===== config.mk =====
export PLATFORM = sky130hd
export DESIGN_NAME = instr_sequencer
export DESIGN_NICKNAME = d
export VERILOG_FILES = /design/src/rtl/instr_sequencer.sv
export SDC_FILE = /design/constraint.sdc
export NUM_CORES = 1
export LEC_CHECK = 0
export CORE_ASPECT_RATIO = 1.5
export CORE_MARGIN = 2
export CORE_UTILIZATION = 47
export DETAILED_ROUTE_END_ITERATION = 8
export GPL_ROUTABILITY_DRIVEN = 0
export GPL_TIMING_DRIVEN = 0
export PLACE_DENSITY = 0.86
export SYNTH_ARGS = -nofsm -noshare
export SYNTH_HDL_FRONTEND = slang
export SYNTH_SLANG_ARGS = --single-unit

===== constraint.sdc =====
create_clock -name clk -period 3.4 [get_ports clk]
set_input_delay 1.02 -clock clk [delete_from_list [all_inputs] [get_ports clk]]
set_output_delay 1.02 -clock clk [all_outputs]
set_load 0.02 [all_outputs]

===== src/rtl/instr_sequencer.sv =====
// instr_sequencer: multi-cycle fetch/execute sequencer owning PC and IR for the 16-bit core.
// Optional handshake-stall watchdog enabled by defining SEQ_WATCHDOG_EN.
module instr_sequencer #(
    parameter int AW         = 10,
    parameter int RESET_PC   = 0,
    parameter int WDOG_LIMIT = 255
) (
    input  logic          clk,
    input  logic          rst,
    output logic          imem_req,
    output logic [AW-1:0] imem_addr,
    input  logic          imem_ack,
    input  logic [15:0]   imem_rdata,
    output logic [15:0]   ir,
    output logic          exec,
    input  logic          mem_access,
    input  logic          halt_in,
    input  logic          cond_true,
    input  logic [15:0]   jmp_reg,
    output logic          dmem_req,
    input  logic          dmem_ack,
    output logic          wb_en,
    output logic [AW-1:0] pc,
    output logic          halted,
    output logic          fault
);

    typedef enum logic [2:0] {
        S_IDLE,
        S_FETCH,
        S_EXEC,
        S_DMEM,
        S_HALTED
    } state_t;

    state_t        state_q, state_d;
    logic [AW-1:0] pc_q, pc_d;
    logic [15:0]   ir_q, ir_d;
    logic [AW-1:0] pc_inc, pc_rel, pc_next;
    logic          unused_jmp;

    assign unused_jmp = ^jmp_reg;

    assign pc_inc = pc_q + AW'(1);
    assign pc_rel = pc_q + {{(AW-6){ir_q[5]}}, ir_q[5:0]};

    always_comb begin
        pc_next = pc_inc;
        case (ir_q[15:12])
            4'h0:    pc_next = jmp_reg[AW-1:0];
            4'h1:    pc_next = pc_rel;
            4'h2:    pc_next = cond_true ? jmp_reg[AW-1:0] : pc_inc;
            4'h3:    pc_next = cond_true ? pc_rel : pc_inc;
            default: pc_next = pc_inc;
        endcase
    end

`ifdef SEQ_WATCHDOG_EN
    localparam logic [7:0] WDOG_LIM8 = 8'(WDOG_LIMIT);
    logic [7:0] wd_cnt_q, wd_cnt_d;
    logic       fault_q, fault_d;
    logic       stall;
`else
    logic [7:0] unused_wdog;
    assign unused_wdog = 8'(WDOG_LIMIT);
`endif

    always_comb begin
        state_d = state_q;
        pc_d    = pc_q;
        ir_d    = ir_q;
        wb_en   = 1'b0;
        case (state_q)
            S_IDLE:  state_d = S_FETCH;
            S_FETCH: begin
                if (imem_ack) begin
                    ir_d    = imem_rdata;
                    state_d = S_EXEC;
                end
            end
            S_EXEC: begin
                if (halt_in) begin
                    state_d = S_HALTED;
                end else if (mem_access) begin
                    state_d = S_DMEM;
                end else begin
                    pc_d    = pc_next;
                    wb_en   = 1'b1;
                    state_d = S_FETCH;
                end
            end
            S_DMEM: begin
                if (dmem_ack) begin
                    wb_en   = 1'b1;
                    pc_d    = pc_inc;
                    state_d = S_FETCH;
                end
            end
            S_HALTED: state_d = S_HALTED;
            default:  state_d = S_IDLE;
        endcase
`ifdef SEQ_WATCHDOG_EN
        // Limit check overrides the next state; the counter then clears on any state change.
        fault_d  = fault_q;
        wd_cnt_d = wd_cnt_q;
        stall    = (state_q == S_FETCH && !imem_ack) || (state_q == S_DMEM && !dmem_ack);
        if (stall && (wd_cnt_q == WDOG_LIM8 - 8'd1)) begin
            fault_d = 1'b1;
            state_d = S_HALTED;
        end
        if (state_d != state_q) begin
            wd_cnt_d = '0;
        end else if (stall) begin
            wd_cnt_d = wd_cnt_q + 8'd1;
        end
`endif
    end

    always_ff @(posedge clk or posedge rst) begin
        if (rst) begin
            state_q <= S_IDLE;
            pc_q    <= AW'(RESET_PC);
            ir_q    <= 16'h7200;
        end else begin
            state_q <= state_d;
            pc_q    <= pc_d;
            ir_q    <= ir_d;
        end
    end

`ifdef SEQ_WATCHDOG_EN
    always_ff @(posedge clk or posedge rst) begin
        if (rst) begin
            wd_cnt_q <= '0;
            fault_q  <= 1'b0;
        end else begin
            wd_cnt_q <= wd_cnt_d;
            fault_q  <= fault_d;
        end
    end
    assign fault = fault_q;
`else
    assign fault = 1'b0;
`endif

    assign imem_req  = (state_q == S_FETCH);
    assign dmem_req  = (state_q == S_DMEM);
    assign exec      = (state_q == S_EXEC);
    assign halted    = (state_q == S_HALTED);
    assign imem_addr = pc_q;
    assign pc        = pc_q;
    assign ir        = ir_q;

endmodule


==> summary by stage, run 1 <==
Critical path
The data arrival time of the critical path is 2.32 ns. The endpoint identified for the worst register-to-register timing path is imem_addr[8]. STA classifies the critical path endpoint as an output pin. The worst setup path is launched from an input port. In this run the worst setup path begins at mem_access. The required arrival time at the worst endpoint is 2.38 ns. The worst register-to-register path begins at imem_addr[0]. The endpoint of the worst setup timing path is wb_en.

The startpoint-to-endpoint class of the critical path is input port to output pin. The register-to-register setup slack is 1.01 ns. The depth of the worst register-to-register path is 8. Of all nets on the critical path, the largest fanout is 8.

CTS
The tree built by TritonCTS fans out to 29 sinks. After clock tree synthesis, the flow added hold-fix buffers numbering 0. The latest clock arrival within the worst-skew pair is 0.28 ns. In this run the number of H-tree levels came out at 2. The maximum buffer depth of the clock tree is 2. The clock tree root driver cell is sky130_fd_sc_hd__clkbuf_8. The number of clock buffers added by TritonCTS is 5.

The clock tree from TritonCTS is built. The clock-pin slew on the worst setup and hold paths is 0.06 ns.

Power and ir drop
The design draws 2858 uW. The fraction of power consumed by the clock network is 11.1%. IR analysis of the VDD net gives a maximum drop of 0.0006328 V. The power spent charging and discharging nets is 1260 uW. The power density relative to cell area is 981.9 nW/um2. The net switching share of the total power is 44.10%. Combinational logic burns 63.2% of the power. In this run, flip-flops and latches consume 25.8% of the power. Summed over all cells, the static leakage comes to 0.001237 uW. Cell internal power was estimated by the tool at 1597 uW.

Detailed routing
Dividing the detail-routed wire length by the instance count gives 15.92 um. The first routing iteration left 78 violations. The wire length on met1 is 2.115 mm. The routed design has 5.333 mm of wire.

The detailed-routed wire length on met3 is 275 um. For this run, design rule violations remaining after detail routing come to 0. Detailed routing placed a total of 2.781 mm of wire on met2.

The highest signal layer in the routed design is met4. The number of vias after detailed routing is 1913. After detailed routing, the number of vias per cell comes to 5.710. Before antenna repair, the detailed router went through 4 iterations. The remaining antenna violation count is 0.

STA
For the pin with the worst max-slew slack, the measured transition is 1.137 ns. The number of hold violations in the final report came to 0. The worst hold-check slack is 0.5056 ns. The post-route setup TNS is 0 ns. The minimum period implied by the final worst setup slack is 3.343 ns. The worst clock skew is 0.005023 ns. The total count of max-transition violations in the final report is 0. Based on the critical path, the design can be clocked at up to 299.1 MHz. The relative slew slack is 24.12%. Setup violations remaining at the end of the flow were counted as 0. Dividing the final minimum period by the clock period gives 98.33%. Setup repair after global routing left no endpoint under its margin. The final setup slack of the worst path is 0.05693 ns.

Synth
The average footprint of a synthesized cell is 9.707 um2. The Yosys step of the flow raised 0 warnings. Counting flops with an async set or reset pin after synthesis yields a share of 100.0%. The distinct cell type count after synthesis is 51. The number of nets in the synthesized netlist is 257.

Counting flops with a built-in enable in the synthesized netlist gives 0. The synthesized flop and latch total is 29. The post-synthesis sequential area ratio is 36.36%.

The post-synthesis cell count is 207. After synthesis the cells add up to 2009 um2. The commonest register cell after synthesis is sky130_fd_sc_hd__dfrtp_1.

Global route
Entering global routing, the biggest net connects 30 pins. The first global-routing pass estimated 8.990 mm of wire. The number of antenna violations at the first check in global routing was 0. The overall overflow remaining after global route is 0. The total global routing track utilization is 23.41%. The via count of the first global-routing pass was 1860.

Die
The initial core utilization is 48.16%. The die is 57.39 um wide. The full die area is 4825 um2. The core region is 4173 um2. In this run the core area contains 29 standard-cell rows. The vertical die dimension is 84.08 um. For this design the top-level I/O count stands at 81.

Finish
The repair_antennas step left the layout with diodes totalling 0. The register cell area after layout is 730.7 um2. Summing all multi-input logic gate instances after layout gives 1132 um2. The number of filler instances in the final layout is 332. The fraction of final layout cells sized beyond drive strength 1 is 17.65%.

Compared with the post-synthesis result, the final layout area differs by 44.83%. The net count of the finished layout is 338. The share of the core filled with cells in the final layout is 69.75%.

Placed design
The worst setup timing slack at the placement stage is -0.5545 ns. Once detailed placement completed, the half-perimeter wirelength came to 3.981 mm. The port buffer count is 73.

Run status
The flow ran to the end, and the final reports show no timing, DRC or antenna violations.

Run
The max-capacitance violation count is 0.

Hold path
The worst hold path belongs to the class flip-flop to flip-flop.
==> routing by layer <==
metal | up-vias | track usage (%)
li1 | 919 | -
met1 | 901 | 29.43
met2 | 73 | 37.91
met3 | 20 | 4.186
met4 | 0 | 11.21
met5 | - | 0
==> worst max-delay path: stages <==
cell	delay, ns
sky130_fd_sc_hd__clkdlybuf4s50_1	0.43
sky130_fd_sc_hd__or3_4	0.39
sky130_fd_sc_hd__a21o_4	0.26
sky130_fd_sc_hd__inv_2	0.08
sky130_fd_sc_hd__buf_4	0.14
==> power groups by stage <==
stage	sequential, uW	combinational (uW)	clock (uW)
after floorplan	867	965	0
after global placement	730	1740	0
after detailed placement	738	1780	0
after CTS	735	1810	320
after global routing	767	1960	337
final	737	1800	316
==> state kept, by name (all words and copies together) (netlist names) <==
name       count
imem_addr     10
ir            16
state_q        3
==> placed cells by master (no fill, tap or decap), drive strengths merged, types with 2 or more instances in the layout <==
| cell | n |
|---|---|
| o21bai | 2 |
| clkdlybuf4s50 | 71 |
| o22ai | 4 |
| xnor2 | 3 |
| or3 | 3 |
| and3 | 3 |
| a41oi | 2 |
| nor2 | 6 |
| inv | 11 |
| nor4 | 4 |
| a21o | 4 |
| xor2 | 4 |
| mux2 | 14 |
| o21ai | 17 |
| nand2 | 13 |
| ha | 10 |
| o31a | 2 |
| nand3 | 3 |
| o211ai | 3 |
| nor2b | 5 |
| a211oi | 5 |
| a21oi | 12 |
| nor3 | 7 |
| dfstp | 4 |
| buf | 17 |
| dfrtp | 25 |
| clkbuf | 8 |
| mux2i | 2 |
| a22oi | 2 |
| o221ai | 2 |
| nor3b | 3 |
==> how the worst min path moves through the flow <==
stage / cells past startpoint / from / slack (ns) / to
after global routing: 1 / ir[6] / 0.52 / ir[6]
after CTS: 1 / ir[11] / 0.51 / ir[11]
final: 1 / ir[11] / 0.51 / ir[11]
after global placement: 1 / ir[11] / 0.49 / ir[11]
after floorplan: 1 / state_q[2] / 0.52 / state_q[0]
after detailed placement: 1 / ir[11] / 0.50 / ir[11]
==> synthesized netlist by cell type, drive strengths merged, types with 2 or more instances <==
cell type | number | area, um2
dfrtp | 25 | 625.6
o21ai | 17 | 85.08
buf | 15 | 108.9
mux2 | 14 | 157.7
nand2 | 13 | 48.80
a21oi | 12 | 60.06
inv | 11 | 41.29
ha | 10 | 125.1
nor3 | 7 | 40.04
nor2 | 6 | 22.52
a211oi | 5 | 37.54
nor2b | 5 | 31.28
a21o | 4 | 30.03
dfstp | 4 | 105.1
nor4 | 4 | 25.02
o22ai | 4 | 25.02
xor2 | 4 | 35.03
and3 | 3 | 18.77
nand3 | 3 | 15.01
nor3b | 3 | 22.52
o211ai | 3 | 22.52
or3 | 3 | 28.78
xnor2 | 3 | 26.28
a22oi | 2 | 15.01
a41oi | 2 | 17.52
mux2i | 2 | 20.02
o21bai | 2 | 15.01
o221ai | 2 | 17.52
o31a | 2 | 17.52
==> repair_timing <==
action / CTS / global route
gates resized for setup: 8 / 0
setup endpoints to repair: 1 / 0
setup buffers: 1 / 0
==> cell type report <==
cell class	instances	area share (%)
Multi-Input combinational cell	151	38.91
Sequential cell	29	25.11
Buffer	16	3.869
Inverter	11	1.419
Timing Repair Buffer	74	25.24
Clock buffer	7	3.310
Clock inverter	1	0.1720
Tap cell	46	1.978
==> kinds of logic after synthesis <==
family / Yosys count / share of synthesized area [%]
simple gates: 55 / 16.13
flops: 29 / 36.36
buf+inv: 27 / 7.658
fa+ha+maj: 11 / 7.223
mux: 16 / 8.842
compound gates: 61 / 20.55
other cells: 1 / 0.1866
xor+xnor: 7 / 3.051
==> per-stage QoR <==
| step | cell area, um2 | cells |
|---|---|---|
| 2_1_floorplan | 2009 | 207 |
| 3_3_place_gp | 2798 | 326 |
| 3_5_place_dp | 2798 | 326 |
| 4_1_cts | 2910 | 335 |
| 5_1_grt | 2910 | 335 |
| 6_report | 2910 | 335 |
Note: power is estimated with default switching activity, not from simulation.
==> run 2, diff against run 1 <==
TNS_END_PERCENT = 5   (was not set)
==> results of run 2 <==
Final layout, timing and power as in run 1 (identical DEF).
